===== config.mk =====
export PLATFORM = sky130hd
export DESIGN_NAME = mem_access_arbiter
export DESIGN_NICKNAME = d
export VERILOG_FILES = /design/src/rtl/mem_arb_pkg.sv /design/src/rtl/rr_grant_select.sv /design/src/rtl/mem_access_arbiter.sv
export SDC_FILE = /design/constraint.sdc
export NUM_CORES = 1
export LEC_CHECK = 0
export ABC_AREA = 1
export CAP_MARGIN = 20
export CORE_AREA = 3 3 134 136
export CTS_CLUSTER_SIZE = 16
export DETAILED_ROUTE_END_ITERATION = 16
export DIE_AREA = 0 0 137 139
export PLACE_DENSITY = 0.75
export REMOVE_ABC_BUFFERS = 1
export SLEW_MARGIN = 40
export SYNTH_ARGS = -nofsm -noshare
export SYNTH_HDL_FRONTEND = slang
export SYNTH_SLANG_ARGS = --single-unit

===== constraint.sdc =====
create_clock -name clk -period 1.3 [get_ports clk]
set_input_delay 0.195 -clock clk [delete_from_list [all_inputs] [get_ports clk]]
set_output_delay 0.195 -clock clk [all_outputs]
set_load 0.02 [all_outputs]

===== src/rtl/mem_arb_pkg.sv =====
// Shared types and constants for the fetch/data memory access arbiter.
package mem_arb_pkg;

    localparam int unsigned ADDR_W = 32;
    localparam int unsigned DATA_W = 32;
    localparam int unsigned BE_W   = 4;

    localparam logic [BE_W-1:0] BE_ALL = 4'b1111;

    typedef enum logic [1:0] {
        IDLE = 2'd0,
        BUSY = 2'd1,
        RESP = 2'd2
    } arb_state_e;

    typedef enum logic {
        GRANT_IF = 1'b0,
        GRANT_D  = 1'b1
    } grant_e;

    // Transfer payload latched at grant time and replayed onto the bus.
    typedef struct packed {
        logic [ADDR_W-1:0] addr;
        logic [BE_W-1:0]   be;
        logic [DATA_W-1:0] wdata;
        logic              we;
    } mem_req_t;

    function automatic logic [ADDR_W-1:0] word_align(input logic [ADDR_W-1:0] addr);
        return addr & ~ADDR_W'(3);
    endfunction

endpackage


===== src/rtl/rr_grant_select.sv =====
// Two-requester round-robin pick: a lone requester wins, a tie goes to the
// port that did not win last time.
module rr_grant_select
    import mem_arb_pkg::*;
(
    input  logic   i_if_req,
    input  logic   i_d_req,
    input  grant_e i_last_grant,
    output grant_e o_grant_c
);

    always_comb begin
        o_grant_c = GRANT_IF;
        if (i_d_req && !i_if_req) begin
            o_grant_c = GRANT_D;
        end else if (i_d_req && i_if_req) begin
            o_grant_c = (i_last_grant == GRANT_IF) ? GRANT_D : GRANT_IF;
        end
    end

endmodule


===== src/rtl/mem_access_arbiter.sv =====
// Arbitrates an instruction-fetch port and a data port onto one Avalon-MM
// master, one transfer at a time, round-robin on simultaneous requests.
module mem_access_arbiter
    import mem_arb_pkg::*;
#(
    parameter bit DATA_FIRST = 1'b1
) (
    input  logic              clk,
    input  logic              rst_n,
    input  logic              if_req,
    input  logic [ADDR_W-1:0] if_addr,
    output logic [DATA_W-1:0] if_rdata,
    output logic              if_ack,
    input  logic              d_req,
    input  logic              d_we,
    input  logic [ADDR_W-1:0] d_addr,
    input  logic [BE_W-1:0]   d_byteenable,
    input  logic [DATA_W-1:0] d_wdata,
    output logic [DATA_W-1:0] d_rdata,
    output logic              d_ack,
    output logic [ADDR_W-1:0] avm_address,
    output logic              avm_read,
    output logic              avm_write,
    output logic [BE_W-1:0]   avm_byteenable,
    output logic [DATA_W-1:0] avm_writedata,
    input  logic [DATA_W-1:0] avm_readdata,
    input  logic              avm_waitrequest,
    output logic              stall,
    output logic [BE_W-1:0]   active_byteenable
);

    // Seeding last_grant with the opposite port makes DATA_FIRST win the first tie.
    localparam grant_e LAST_GRANT_RST = DATA_FIRST ? GRANT_IF : GRANT_D;

    arb_state_e        r_state;
    grant_e            r_grant;
    grant_e            r_last_grant;
    mem_req_t          r_req;
    logic              r_avm_read;
    logic              r_avm_write;
    logic              r_if_ack;
    logic              r_d_ack;
    logic [DATA_W-1:0] r_if_rdata;
    logic [DATA_W-1:0] r_d_rdata;
    logic [BE_W-1:0]   r_active_be;

    grant_e            w_grant;
    mem_req_t          w_if_pl;
    mem_req_t          w_d_pl;
    mem_req_t          w_sel_pl;
    logic              w_any_req;

    rr_grant_select u_rr_grant_select (
        .i_if_req     (if_req),
        .i_d_req      (d_req),
        .i_last_grant (r_last_grant),
        .o_grant_c    (w_grant)
    );

    assign w_any_req = if_req | d_req;
    assign w_if_pl   = '{addr: word_align(if_addr), be: BE_ALL, wdata: '0, we: 1'b0};
    assign w_d_pl    = '{addr: word_align(d_addr), be: d_byteenable, wdata: d_wdata, we: d_we};
    assign w_sel_pl  = (w_grant == GRANT_D) ? w_d_pl : w_if_pl;

    always_ff @(posedge clk or negedge rst_n) begin
        if (!rst_n) begin
            r_state      <= IDLE;
            r_grant      <= GRANT_IF;
            r_last_grant <= LAST_GRANT_RST;
            r_req        <= '0;
            r_avm_read   <= 1'b0;
            r_avm_write  <= 1'b0;
            r_if_ack     <= 1'b0;
            r_d_ack      <= 1'b0;
            r_if_rdata   <= '0;
            r_d_rdata    <= '0;
            r_active_be  <= '0;
        end else begin
            r_if_ack <= 1'b0;
            r_d_ack  <= 1'b0;
            case (r_state)
                IDLE: begin
                    if (w_any_req) begin
                        r_grant      <= w_grant;
                        r_last_grant <= w_grant;
                        // An empty lane mask has nothing to move: ack without touching the bus.
                        if ((w_grant == GRANT_D) && (d_byteenable == '0)) begin
                            r_d_ack     <= 1'b1;
                            r_active_be <= '0;
                            r_state     <= RESP;
                        end else begin
                            r_req       <= w_sel_pl;
                            r_avm_read  <= ~w_sel_pl.we;
                            r_avm_write <= w_sel_pl.we;
                            r_state     <= BUSY;
                        end
                    end
                end
                BUSY: begin
                    if (!avm_waitrequest) begin
                        r_avm_read  <= 1'b0;
                        r_avm_write <= 1'b0;
                        r_active_be <= r_req.be;
                        r_state     <= RESP;
                        if (r_grant == GRANT_D) begin
                            r_d_ack <= 1'b1;
                            if (!r_req.we) begin
                                r_d_rdata <= avm_readdata;
                            end
                        end else begin
                            r_if_ack <= 1'b1;
                            if (!r_req.we) begin
                                r_if_rdata <= avm_readdata;
                            end
                        end
                    end
                end
                RESP: begin
                    r_state <= IDLE;
                end
                default: begin
                    r_state <= IDLE;
                end
            endcase
        end
    end

    assign avm_address       = r_req.addr;
    assign avm_byteenable    = r_req.be;
    assign avm_writedata     = r_req.wdata;
    assign avm_read          = r_avm_read;
    assign avm_write         = r_avm_write;
    assign if_ack            = r_if_ack;
    assign d_ack             = r_d_ack;
    assign if_rdata          = r_if_rdata;
    assign d_rdata           = r_d_rdata;
    assign active_byteenable = r_active_be;
    assign stall             = (if_req & ~r_if_ack) | (d_req & ~r_d_ack);

endmodule


==> impl_metrics.py <==
metrics = {
    "status": {
        "status": "complete, but fails checks",
        "violations": "negative setup slack",
    },
    "timing": {
        "rsz0062_at_grt": "yes",
        "finalCriticalPeriod_ns": 1.39,
        "hold_viol_final": 0,
        "slew_violations": 0,
        "skew_ns": 0.00534,
        "fin_ws_ns": -0.0858,
        "setup_viol": 130,
        "fmax_mhz": 722,
        "setup_tns_ns": -4.41,
        "period_share_pct": 107,
    },
    "synthesis": {
        "syn_area_per_cell_um2": 8.45,
        "synth_compound_area_share_pct": 6.32,
        "ys_types": 23,
        "synth_top_family_by_area": "simple AND/OR/NAND/NOR gates",
        "yosysWarnings": 0,
        "synth_fa_ha_area_share_pct": 0,
        "synth_xor_xnor_area_share_pct": 0,
        "yosysSeqAreaShare_pct": 55.8,
        "synth.mux.area_fraction_pct": 0,
        "synthSimpleGateAreaFrac_pct": 24.0,
        "netlist_area_um2": 6370,
        "ys_seq_elements": 142,
        "syn_inst": 754,
    },
    "drt": {
        "vias": 5644,
        "viasPerCell": 4.57,
        "drt_first_pass_iters": 5,
        "drcViolationCount": 0,
        "wl_per_cell_um": 15.6,
        "ant_nets": 0,
        "drt_first_iter_violations": 248,
        "wirelength_um": 19300,
    },
    "floorplan": {
        "ios": 279,
        "core_um2": 17100,
        "die_h_um": 139,
        "die_w_um": 137,
        "dieArea_um2": 19000,
        "rows": 48,
        "start_util_pct": 37.4,
    },
    "clock_network": {
        "clk_latency_ns": 0.41,
        "cts_tree": "yes",
        "cts-htree-levels": 4,
        "clk_pin_slew_worst_paths_ns": 0.06,
        "cts_root_buf": "clkbuf_16",
        "cts_max_path_buffers": 2,
        "cts_buffers": 17,
        "cts.sink_count": 142,
    },
    "setup_path": {
        "arrival_ns": 1.67,
        "cp_num_buf_inv": 2,
        "worstPathRequired_ns": 1.59,
        "crit_path_end_kind": "flop",
        "cp_max_fo": 64,
        "path_cells": "nor2_4 > buf_4 > nand4_2 > buf_12 > nand2_1 > o21ai_0",
        "cp_slowest_stage_delay_ns": 0.43,
        "cp_slowest_cell": "dfrtp_1",
        "criticalPathCategory": "reg -> reg",
        "start_kind": "flop",
        "crit_family": "flip-flops",
    },
    "grt": {
        "grt_overflow": 0,
        "antenna_found_initial": 0,
        "grt_max_degree": 65,
        "grt_usage_pct": 19.6,
        "grt_pass1_wl_um": 29500,
        "first_global_vias": 5755,
    },
    "pwr": {
        "power_w": 0.0241,
        "vdd_drop_max_uv": 1210,
        "combPwrFrac_pct": 48.0,
        "p_switching_w": 0.00985,
        "p_int_w": 0.0142,
        "clockPowerShare_pct": 20.1,
        "p_per_area_nw_per_um2": 2410,
        "p_seq_share_pct": 31.9,
        "switching_share_pct": 40.9,
        "power_leakage_nw": 5.08,
    },
    "cells_and_area": {
        "syn_to_final_growth_pct": 57.0,
        "fin_area_um2": 10000,
        "multiInputGateArea_um2": 2100,
        "finalNetCount": 1136,
        "seqCellArea_um2": 3550,
        "n_fill_cell": 1519,
        "diodes": 0,
        "drive_above_1_share_pct": 27.1,
    },
    "placed_design": {
        "routabilityCongestion": 0.801,
        "portBuffers": 272,
        "dpl.hpwl_um": 13100,
        "placed_area_um2": 9120,
    },
    "hold_path": {
        "min_path_type": "in -> async",
    },
    "run": {
        "drv_cap": 0,
    },
}
==> what timing repair did <==
item | CTS | global route
cloned | 5 | 3
pin swaps | 2 | 5
setup endpoints to repair | 271 | 186
gates resized for setup | 437 | 89
buffers inserted | 5 | 3
endpoints found under the hold margin | 119 | 0
hold buffers | 1 | 0
==> synth_stat cells <==
cell type	instances	area, um^2
inv_4	1	6.26
clkbuf_1	9	33.8
o21ai_2	2	17.5
nor2_2	1	6.26
nand4_2	1	12.5
nor2_1	5	18.8
buf_2	18	90.1
inv_1	43	161
o21bai_1	1	7.51
nand2_4	2	22.5
o22ai_1	2	12.5
clkbuf_2	1	5.00
o21ai_0	57	285
nor2_4	2	22.5
buf_4	73	548
inv_2	1	3.75
dfrtp_1	142	3550
buf_6	3	33.8
conb_1	1	3.75
nand4_1	1	6.26
o21ai_1	16	80.1
nand2_1	336	1260
nand3_1	36	180
==> routing by layer <==
metal / track usage [%] / vias up / wire length, um
met5: 0 / - / 0
met4: 5.36 / 0 / 238
met3: 7.87 / 14 / 1980
met2: 32.1 / 230 / 9250
met1: 23.8 / 2641 / 7850
li1: - / 2759 / -
==> sequential cells by signal (all words and copies together) (netlist names) <==
| register | cells |
|---|---|
| avm_read | 1 |
| d_rdata | 32 |
| if_ack | 1 |
| avm_address | 30 |
| avm_byteenable | 4 |
| if_rdata | 32 |
| active_byteenable | 4 |
| d_ack | 1 |
| r_req | 1 |
| r_state | 2 |
| avm_write | 1 |
| r_last_grant | 1 |
| avm_writedata | 32 |
==> layout make-up <==
cell class	count	share of cell area (%)
timing repair buffer	328	33.0
clock inverter	14	1.59
tap	225	2.81
inverter	45	1.81
clock buffer	18	4.29
multi-input combinational	464	21.0
sequential	142	35.5
==> stage by stage <==
stage / worst slack [ns] / utilization, % / hold slack [ns] / std cells
6_report: -0.0858 / 58.6 / 0.252 / 1236
5_1_grt: -0.176 / 58.6 / 0.276 / 1236
4_1_cts: -0.0477 / 59.0 / 0.245 / 1231
2_1_floorplan: -1.65 / - / -0.101 / 651
3_5_place_dp: -0.499 / 53.5 / 0.112 / 1188
3_3_place_gp: -0.449 / 53.5 / 0.110 / 1188
==> final timing paths <==
check	startpoint	end	slack [ns]	cells after the start
min in group clk	d_wdata[8]	avm_writedata[8]$_DFFE_PN0P_	0.33	3
min reg2reg	avm_address[16]$_DFFE_PN0P_	avm_address[16]$_DFFE_PN0P_	0.47	2
max	r_state[1]$_DFFE_PN0P_	d_rdata[22]$_DFFE_PN0P_	-0.09	6
max in group asynchronous	rst_n	avm_writedata[16]$_DFFE_PN0P_	0.56	3
min	rst_n	d_rdata[5]$_DFFE_PN0P_	0.25	2
max reg2reg	r_state[1]$_DFFE_PN0P_	d_rdata[22]$_DFFE_PN0P_	-0.09	6
==> cell families after synthesis <==
family                 count (synthesis)
other                                  1
buffers and inverters                149
DFF                                  142
and+or+nand+nor                      384
AOI/OAI and AO/OA                     78
==> placed cells by master (no fill, tap or decap), types with 3 or more instances in the layout <==
cell type | Yosys | routed
inv_6 | 0 | 3
o21ai_2 | 2 | 12
nor2_4 | 2 | 4
dfrtp_1 | 142 | 142
buf_6 | 3 | 7
buf_4 | 73 | 30
o21ai_1 | 16 | 31
nand2_1 | 336 | 313
nor2_1 | 5 | 3
clkdlybuf4s15_2 | 0 | 82
clkbuf_2 | 1 | 35
buf_2 | 18 | 20
o21ai_0 | 57 | 31
buf_12 | 0 | 13
nand2_2 | 0 | 20
clkinv_4 | 0 | 5
clkbuf_16 | 0 | 20
inv_1 | 43 | 42
nand2_4 | 2 | 4
nand3_1 | 36 | 35
clkdlybuf4s50_1 | 0 | 130
==> power by group through the flow <==
stage | logic [W] | registers, W | clock network [W]
floorplan | 0.00288 | 0.0100 | 0
CTS | 0.0116 | 0.00767 | 0.00496
global route | 0.0125 | 0.00792 | 0.00516
finish | 0.0116 | 0.00769 | 0.00484
global placement | 0.0115 | 0.00764 | 0
detailed placement | 0.0117 | 0.00766 | 0
Note: power is estimated with default switching activity, not from simulation.
